--- config.mk ---
export PLATFORM = sky130hd
export DESIGN_NAME = ram_march_tester_flat
export DESIGN_NICKNAME = d
export VERILOG_FILES = /design/src/rtl/ram_march_tester_if.sv /design/src/rtl/ram_march_tester.sv /design/src/flat_wrapper.sv
export SDC_FILE = /design/constraint.sdc
export NUM_CORES = 1
export LEC_CHECK = 0
export BUFFER_PORTS_ARGS = -buffer_cell sky130_fd_sc_hd__clkbuf_2
export CAP_MARGIN = 0
export CORE_MARGIN = 3
export CORE_UTILIZATION = 55
export CTS_BUF_LIST = sky130_fd_sc_hd__clkbuf_4 sky130_fd_sc_hd__clkbuf_8
export CTS_CLUSTER_DIAMETER = 200
export DETAILED_ROUTE_END_ITERATION = 6
export PLACE_DENSITY = 0.89
export SLEW_MARGIN = 20
export SYNTH_ARGS = -nofsm -noshare
export SYNTH_HDL_FRONTEND = slang
export SYNTH_SLANG_ARGS = --single-unit
--- constraint.sdc ---
create_clock -name clk -period 3.3 [get_ports clk]
set_clock_uncertainty 0.05 [all_clocks]
set_input_delay 0.495 -clock clk [delete_from_list [all_inputs] [get_ports clk]]
set_output_delay 0.495 -clock clk [all_outputs]
set_load 0.02 [all_outputs]
--- src/rtl/ram_march_tester_if.sv ---
// ============================================================================
//  Module      : ram_march_tester_if
//  Description : Host handshake and RAM port bundle for the March tester.
//                The master side is the host plus RAM; the slave side is
//                the tester itself.
//  Revision    : 1.0 - initial release
// ============================================================================
`default_nettype none

interface ram_march_tester_if #(
  parameter int WIDTH  = 16,
  parameter int ADDR_W = 4
);
  // Host handshake
  logic              start;
  logic              abort;
  logic [WIDTH-1:0]  pattern;
  logic              busy;
  logic              done;
  logic              pass;
  logic [5:0]        err_count;
  logic [ADDR_W-1:0] fail_addr;
  logic [WIDTH-1:0]  fail_data;
  logic [1:0]        fail_phase;
  // RAM port
  logic              mem_we;
  logic [ADDR_W-1:0] mem_addr;
  logic [WIDTH-1:0]  mem_wdata;
  logic [WIDTH-1:0]  mem_rdata;

  modport master (
    output start, abort, pattern, mem_rdata,
    input  busy, done, pass, err_count, fail_addr, fail_data, fail_phase,
           mem_we, mem_addr, mem_wdata
  );

  modport slave (
    input  start, abort, pattern, mem_rdata,
    output busy, done, pass, err_count, fail_addr, fail_data, fail_phase,
           mem_we, mem_addr, mem_wdata
  );
endinterface

`default_nettype wire

--- src/rtl/ram_march_tester.sv ---
// ============================================================================
//  Module      : ram_march_tester
//  Description : BIST initiator running a three-element March test
//                (up W P; up R P / W ~P; down R ~P) on a 16x16 synchronous
//                RAM, reporting pass/fail, first failing location and a
//                mismatch count.
//  Revision    : 1.0 - initial release
// ============================================================================
`default_nettype none

module ram_march_tester #(
  parameter int WIDTH  = 16,
  parameter int ADDR_W = 4
) (
  input  logic               clk,
  input  logic               rst,
  ram_march_tester_if.slave  bus
);

  typedef enum logic [2:0] {
    S_IDLE  = 3'd0,
    S_M1_WR = 3'd1,
    S_M2_RD = 3'd2,
    S_M2_WT = 3'd3,
    S_M2_WR = 3'd4,
    S_M3_RD = 3'd5,
    S_M3_WT = 3'd6,
    S_DONE  = 3'd7
  } state_t;

  localparam logic [ADDR_W-1:0] ADDR_LAST  = '1;
  localparam logic [ADDR_W-1:0] ADDR_FIRST = '0;

  state_t            state_q,      state_d;
  logic [ADDR_W-1:0] addr_q,       addr_d;
  logic [WIDTH-1:0]  pat_q,        pat_d;
  logic [5:0]        err_q,        err_d;
  logic [ADDR_W-1:0] fail_addr_q,  fail_addr_d;
  logic [WIDTH-1:0]  fail_data_q,  fail_data_d;
  logic [1:0]        fail_phase_q, fail_phase_d;
  logic              pass_q,       pass_d;
  logic              we_q,         we_d;
  logic [WIDTH-1:0]  wdata_q,      wdata_d;
  logic              busy_q,       busy_d;
  logic              done_q,       done_d;

  logic              mis;
  logic [1:0]        mis_phase;

  // Next-state, address sequencing, compare/capture and registered outputs
  always_comb begin
    state_d      = state_q;
    addr_d       = addr_q;
    pat_d        = pat_q;
    err_d        = err_q;
    fail_addr_d  = fail_addr_q;
    fail_data_d  = fail_data_q;
    fail_phase_d = fail_phase_q;
    pass_d       = pass_q;
    mis          = 1'b0;
    mis_phase    = 2'd0;

    case (state_q)
      S_IDLE: begin
        if (bus.start && !bus.abort) begin
          state_d      = S_M1_WR;
          addr_d       = ADDR_FIRST;
          pat_d        = bus.pattern;
          err_d        = 6'd0;
          fail_addr_d  = '0;
          fail_data_d  = '0;
          fail_phase_d = 2'd0;
          pass_d       = 1'b0;
        end
      end
      S_M1_WR: begin
        if (addr_q == ADDR_LAST) begin
          state_d = S_M2_RD;
          addr_d  = ADDR_FIRST;
        end else begin
          addr_d  = addr_q + 1'b1;
        end
      end
      S_M2_RD: state_d = S_M2_WT;
      S_M2_WT: begin
        mis       = (bus.mem_rdata != pat_q);
        mis_phase = 2'd1;
        state_d   = S_M2_WR;
      end
      S_M2_WR: begin
        if (addr_q == ADDR_LAST) begin
          state_d = S_M3_RD;
          addr_d  = ADDR_LAST;
        end else begin
          state_d = S_M2_RD;
          addr_d  = addr_q + 1'b1;
        end
      end
      S_M3_RD: state_d = S_M3_WT;
      S_M3_WT: begin
        mis       = (bus.mem_rdata != ~pat_q);
        mis_phase = 2'd2;
        if (addr_q == ADDR_FIRST) begin
          state_d = S_DONE;
        end else begin
          state_d = S_M3_RD;
          addr_d  = addr_q - 1'b1;
        end
      end
      S_DONE:  state_d = S_IDLE;
      default: state_d = S_IDLE;
    endcase

    // Only the first mismatch of a run is recorded in detail
    if (mis) begin
      err_d = err_q + 6'd1;
      if (err_q == 6'd0) begin
        fail_addr_d  = addr_q;
        fail_data_d  = bus.mem_rdata;
        fail_phase_d = mis_phase;
      end
    end

    if (state_d == S_DONE) begin
      pass_d = (err_d == 6'd0);
    end

    // Abort drops the compare on the aborting edge and keeps partial results
    if (bus.abort && (state_q != S_IDLE)) begin
      state_d      = S_IDLE;
      addr_d       = ADDR_FIRST;
      err_d        = err_q;
      fail_addr_d  = fail_addr_q;
      fail_data_d  = fail_data_q;
      fail_phase_d = fail_phase_q;
      pass_d       = 1'b0;
    end

    we_d    = (state_d == S_M1_WR) || (state_d == S_M2_WR);
    wdata_d = (state_d == S_M1_WR) ? pat_d :
              (state_d == S_M2_WR) ? ~pat_d : '0;
    busy_d  = (state_d != S_IDLE) && (state_d != S_DONE);
    done_d  = (state_d == S_DONE);
  end

  // State and output registers, cleared asynchronously
  always_ff @(posedge clk or posedge rst) begin
    if (rst) begin
      state_q      <= S_IDLE;
      addr_q       <= '0;
      pat_q        <= '0;
      err_q        <= 6'd0;
      fail_addr_q  <= '0;
      fail_data_q  <= '0;
      fail_phase_q <= 2'd0;
      pass_q       <= 1'b0;
      we_q         <= 1'b0;
      wdata_q      <= '0;
      busy_q       <= 1'b0;
      done_q       <= 1'b0;
    end else begin
      state_q      <= state_d;
      addr_q       <= addr_d;
      pat_q        <= pat_d;
      err_q        <= err_d;
      fail_addr_q  <= fail_addr_d;
      fail_data_q  <= fail_data_d;
      fail_phase_q <= fail_phase_d;
      pass_q       <= pass_d;
      we_q         <= we_d;
      wdata_q      <= wdata_d;
      busy_q       <= busy_d;
      done_q       <= done_d;
    end
  end

  assign bus.busy       = busy_q;
  assign bus.done       = done_q;
  assign bus.pass       = pass_q;
  assign bus.err_count  = err_q;
  assign bus.fail_addr  = fail_addr_q;
  assign bus.fail_data  = fail_data_q;
  assign bus.fail_phase = fail_phase_q;
  assign bus.mem_we     = we_q;
  assign bus.mem_addr   = addr_q;
  assign bus.mem_wdata  = wdata_q;

endmodule

`default_nettype wire

--- src/flat_wrapper.sv ---
// flat-port wrapper written by rule: the top's interface ports become plain ports
module ram_march_tester_flat 
#(
  parameter int WIDTH  = 16,
  parameter int ADDR_W = 4
)
  (clk, rst, bus_start, bus_abort, bus_pattern, bus_mem_rdata, bus_busy, bus_done, bus_pass, bus_err_count, bus_fail_addr, bus_fail_data, bus_fail_phase, bus_mem_we, bus_mem_addr, bus_mem_wdata);
  ram_march_tester_if #(.WIDTH(WIDTH), .ADDR_W(ADDR_W)) bus_i ();
  input  logic clk;
  input  logic rst;
  input wire logic [$bits(bus_i.start)-1:0] bus_start;
  input wire logic [$bits(bus_i.abort)-1:0] bus_abort;
  input wire logic [$bits(bus_i.pattern)-1:0] bus_pattern;
  input wire logic [$bits(bus_i.mem_rdata)-1:0] bus_mem_rdata;
  output wire logic [$bits(bus_i.busy)-1:0] bus_busy;
  output wire logic [$bits(bus_i.done)-1:0] bus_done;
  output wire logic [$bits(bus_i.pass)-1:0] bus_pass;
  output wire logic [$bits(bus_i.err_count)-1:0] bus_err_count;
  output wire logic [$bits(bus_i.fail_addr)-1:0] bus_fail_addr;
  output wire logic [$bits(bus_i.fail_data)-1:0] bus_fail_data;
  output wire logic [$bits(bus_i.fail_phase)-1:0] bus_fail_phase;
  output wire logic [$bits(bus_i.mem_we)-1:0] bus_mem_we;
  output wire logic [$bits(bus_i.mem_addr)-1:0] bus_mem_addr;
  output wire logic [$bits(bus_i.mem_wdata)-1:0] bus_mem_wdata;
  assign bus_i.start = bus_start;
  assign bus_i.abort = bus_abort;
  assign bus_i.pattern = bus_pattern;
  assign bus_i.mem_rdata = bus_mem_rdata;
  assign bus_busy = bus_i.busy;
  assign bus_done = bus_i.done;
  assign bus_pass = bus_i.pass;
  assign bus_err_count = bus_i.err_count;
  assign bus_fail_addr = bus_i.fail_addr;
  assign bus_fail_data = bus_i.fail_data;
  assign bus_fail_phase = bus_i.fail_phase;
  assign bus_mem_we = bus_i.mem_we;
  assign bus_mem_addr = bus_i.mem_addr;
  assign bus_mem_wdata = bus_i.mem_wdata;
  ram_march_tester #(.WIDTH(WIDTH), .ADDR_W(ADDR_W)) u_core (.clk(clk), .rst(rst), .bus(bus_i));
endmodule
==> impl_metrics.env <==
export IMPL_synth_top_cells_by_area="sky130_fd_sc_hd__dfrtp_1 (50%), sky130_fd_sc_hd__a22o_1 (6.4%), sky130_fd_sc_hd__nand2_1 (6.2%), sky130_fd_sc_hd__mux2i_1 (5.6%), sky130_fd_sc_hd__xnor2_1 (3.2%)"
export IMPL_setup_reg_to_reg_worst_slack_ns=0.37
export IMPL_relSlewSlack=0.502
export IMPL_globalplace_congestion=0.890
export IMPL_clock_power_share=0.372
export IMPL_timing_critical_path_to_type="flip-flop"
export IMPL_fin_cells=516
export IMPL_cp_max_fo=17
export IMPL_leading_area_contributor_after_synthesis="sky130_fd_sc_hd__dfrtp_1"
export IMPL_gr_total_overflow=0
export IMPL_global_route_usage_met3=0.0618
export IMPL_tritoncts="done"
export IMPL_irDropWorstVdd_v=0.000358
export IMPL_synth_warning_count=0
export IMPL_drcViolationCount=0
export IMPL_grt_util_met1=0.323
export IMPL_post_synth_instance_area_um2=3550
export IMPL_synth_top_cell_area_share=0.500
export IMPL_finish_utilization=0.706
export IMPL_drt_first_iter_violations=324
export IMPL_fp_dieArea_um2=7460
export IMPL_finalSetupViolCount=0
export IMPL_final_fill_count=470
export IMPL_worstHoldPathType="primary input to flip-flop"
export IMPL_route_final_wire_length_mm=9.22
export IMPL_dp_cells=499
export IMPL_layout_worst_path_cycle_share=0.887
export IMPL_clock_fmax_mhz=342
export IMPL_synthCells=347
export IMPL_drt_pass1_iter_count=5
export IMPL_layout_nets=477
export IMPL_core_area_um2=6100
export IMPL_syn_num_nets=388
export IMPL_floorplan_die_width_um=86.4
export IMPL_clk_pin_slew_ns=0.07
export IMPL_tns_ns=0
export IMPL_switching_share=0.280
export IMPL_num_vias=3003
export IMPL_power_density_cell_area_nw_per_um2=491
export IMPL_cts_htree_levels=3
export IMPL_clock_tree_buffer_depth=2
export IMPL_min_period_ns=2.93
export IMPL_largest_net_degree_at_the_start_of_global_routing=38
export IMPL_drv_slew=0
export IMPL_post_synth_cell_area_avg_um2=10.2
export IMPL_worstMarginPinSlew_ns=0.745
export IMPL_ant_nets=0
export IMPL_grt_pass1_vias=3132
export IMPL_start_kind="flip-flop"
export IMPL_wl_per_cell_um=17.9
export IMPL_io_pin_count=88
export IMPL_finalHoldViolations=0
export IMPL_die_height_um=86.4
export IMPL_grt_antenna_before_repair=0
export IMPL_met2_grt_util=0.444
export IMPL_max_cap_viol_count=0
export IMPL_cts_buffers=9
export IMPL_wire_length_of_the_first_global_routing_pass_mm=15.1
export IMPL_worst_path_max_delay_cell="sky130_fd_sc_hd__dfrtp_1"
export IMPL_insertedDiodeCount=0
export IMPL_starting_density_of_the_core=0.583
export IMPL_dpl_worst_slack_ns=0.434
export IMPL_postSynthRegisterBits=71
export IMPL_ys_async_sr_fraction=1.00
export IMPL_timing_worst_setup_path_type="flip-flop to flip-flop"
export IMPL_rsz0062_at_grt="no"
export IMPL_path_cells="nand3b_4, or3_4, a2111oi_4, a31oi_2, buf_4, o21ai_0, a22o_1"
export IMPL_combinational_fraction_of_design_power=0.172
export IMPL_most_common_layout_cells="sky130_fd_sc_hd__clkbuf_2 (87), sky130_fd_sc_hd__dfrtp_1 (71), sky130_fd_sc_hd__nand2_1 (59), sky130_fd_sc_hd__a22o_1 (26), sky130_fd_sc_hd__mux2i_1 (20)"
export IMPL_internal_power_w=0.00152
export IMPL_post_drt_via_cell_ratio=5.82
export IMPL_clkSinkCount=71
export IMPL_outcome="finished clean"
export IMPL_timing_critical_path_required_ns=3.54
export IMPL_layout_drive_gt1_share=0.277
export IMPL_multiInputGateArea_um2=1640
export IMPL_hold_worst_slack_ns=0.333
export IMPL_global_route_layer_with_the_greatest_usage="met2"
export IMPL_sequential_power_share=0.456
export IMPL_postSynth_topFlopCell="sky130_fd_sc_hd__dfrtp_1"
export IMPL_cts_setup_buffers=0
export IMPL_mostFrequentLayoutCell="sky130_fd_sc_hd__clkbuf_2"
export IMPL_core_rowCount=28
export IMPL_synth_cell_types=55
export IMPL_port_buffer_count=87
export IMPL_worst_ep_arrival_time_ns=3.16
export IMPL_total_leakage_power_nw=2.29
export IMPL_clk_latency_ns=0.35
export IMPL_switching_power_total_w=0.000591
export IMPL_cts_root_buffer="sky130_fd_sc_hd__clkbuf_8"
export IMPL_post_route_worst_setup_slack_ns=0.373
export IMPL_cp_slowest_stage_delay_ns=0.67
export IMPL_place_hpwl_mm=6.60
export IMPL_synth_seq_area_share=0.500
export IMPL_signed_area_change_from_the_synthesized_netlist_to_the_final_layout_pct=21.1
export IMPL_grt_use_total=0.263
export IMPL_post_synth_edffs=0
export IMPL_register_area_um2=1780
-- state kept, by name, indices dropped and copies added, names as in the netlist --
register               cells
u_core.bus.err_count       6
u_core.pat_q              16
u_core.bus.mem_addr        4
u_core.bus.busy            1
u_core.bus.done            1
u_core.bus.mem_we          1
u_core.bus.fail_addr       4
u_core.bus.pass            1
u_core.bus.fail_data      16
u_core.bus.fail_phase      2
u_core.state_q             3
u_core.bus.mem_wdata      16
-- cell families after synthesis --
family,count (synthesis),share of synthesized area
and+or+nand+nor,119,0.163
AOI/OAI and AO/OA,79,0.173
DFF,71,0.500
buffers and inverters,32,0.0384
muxes,21,0.0595
xor gates and xnor gates,20,0.0493
adders and majority gates,5,0.0176
-- final timing paths --
| check | from | end | depth (start not counted) |
|---|---|---|---|
| setup / recovery | u_core.state_q[1] | u_core.bus.err_count[5] | 7 |
| hold / removal | bus_pattern[8] | u_core.pat_q[8] | 3 |
| setup reg to reg | u_core.state_q[1] | u_core.bus.err_count[5] | 7 |
| hold reg to reg | u_core.bus.fail_data[11] | u_core.bus.fail_data[11] | 1 |
| max in group asynchronous | rst | u_core.bus.err_count[4] | 4 |
| min in group asynchronous | rst | u_core.bus.mem_wdata[13] | 3 |
-- layer usage --
layer / vias up / wire length (um)
li1: 1416 / -
met1: 1427 / 3780
met2: 135 / 4580
met3: 25 / 624
met4: 0 / 234
met5: - / 0
-- cell type report --
cell class                      count  share of cell area
Sequential cell                    71               0.413
Multi-Input combinational cell    244               0.381
Timing Repair Buffer               98               0.121
Clock buffer                       11              0.0337
Tap cell                           75              0.0218
Clock inverter                      5              0.0189
Inverter                           12              0.0105
-- worst max-delay path, delay by kind of cell (launching register included) --
family	cells	cell delay (ns)
AO/OA/AOI/OAI	4	1.28
buffers and inverters	1	0.21
flip-flops	1	0.67
AND/OR/NAND/NOR	2	0.66
-- per-stage QoR --
| stage | cell area, um^2 | power (W) |
|---|---|---|
| 2_1_floorplan | 3550 | 0.00122 |
| 3_3_place_gp | 4070 | 0.00133 |
| 3_5_place_dp | 4070 | 0.00134 |
| 4_1_cts | 4300 | 0.00211 |
| 5_1_grt | 4300 | 0.00220 |
| 6_report | 4300 | 0.00211 |
-- cells in the mapped netlist (2+ instances only) --
cell type                   n
sky130_fd_sc_hd__nand2b_1   3
sky130_fd_sc_hd__nand2_1   59
sky130_fd_sc_hd__a21o_1     5
sky130_fd_sc_hd__a32o_1     2
sky130_fd_sc_hd__nor4b_1    2
sky130_fd_sc_hd__clkbuf_1  13
sky130_fd_sc_hd__and4_1     2
sky130_fd_sc_hd__o21a_1     2
sky130_fd_sc_hd__nor3b_1    3
sky130_fd_sc_hd__nor3_1     8
sky130_fd_sc_hd__a21oi_1   12
sky130_fd_sc_hd__buf_2      4
sky130_fd_sc_hd__nor2_1    16
sky130_fd_sc_hd__o21ai_0    8
sky130_fd_sc_hd__nor4_1     2
sky130_fd_sc_hd__xnor2_1   13
sky130_fd_sc_hd__o22ai_1    5
sky130_fd_sc_hd__a31oi_1    3
sky130_fd_sc_hd__inv_1     12
sky130_fd_sc_hd__ha_1       5
sky130_fd_sc_hd__mux2i_1   20
sky130_fd_sc_hd__and3_1     3
sky130_fd_sc_hd__nand3_1    9
sky130_fd_sc_hd__nor2b_1    4
sky130_fd_sc_hd__a22o_1    26
sky130_fd_sc_hd__dfrtp_1   71
sky130_fd_sc_hd__xor2_1     7
-- timing repair --
action / in CTS / in global routing
endpoints found under the setup margin: 0 / 0
hold buffers: 1 / 0
resized for setup: 0 / 0
endpoints found under the hold margin: 8 / 0
-- power groups by stage --
stage / sequential [W] / clock [W] / combinational [W]
final: 0.000963 / 0.000786 / 0.000364
after global placement: 0.000976 / 0 / 0.000349
after global routing: 0.000968 / 0.000830 / 0.000400
after detailed placement: 0.000978 / 0 / 0.000361
after floorplan: 0.00100 / 0 / 0.000212
after CTS: 0.000963 / 0.000787 / 0.000365
Note: power is estimated with default switching activity, not from simulation.
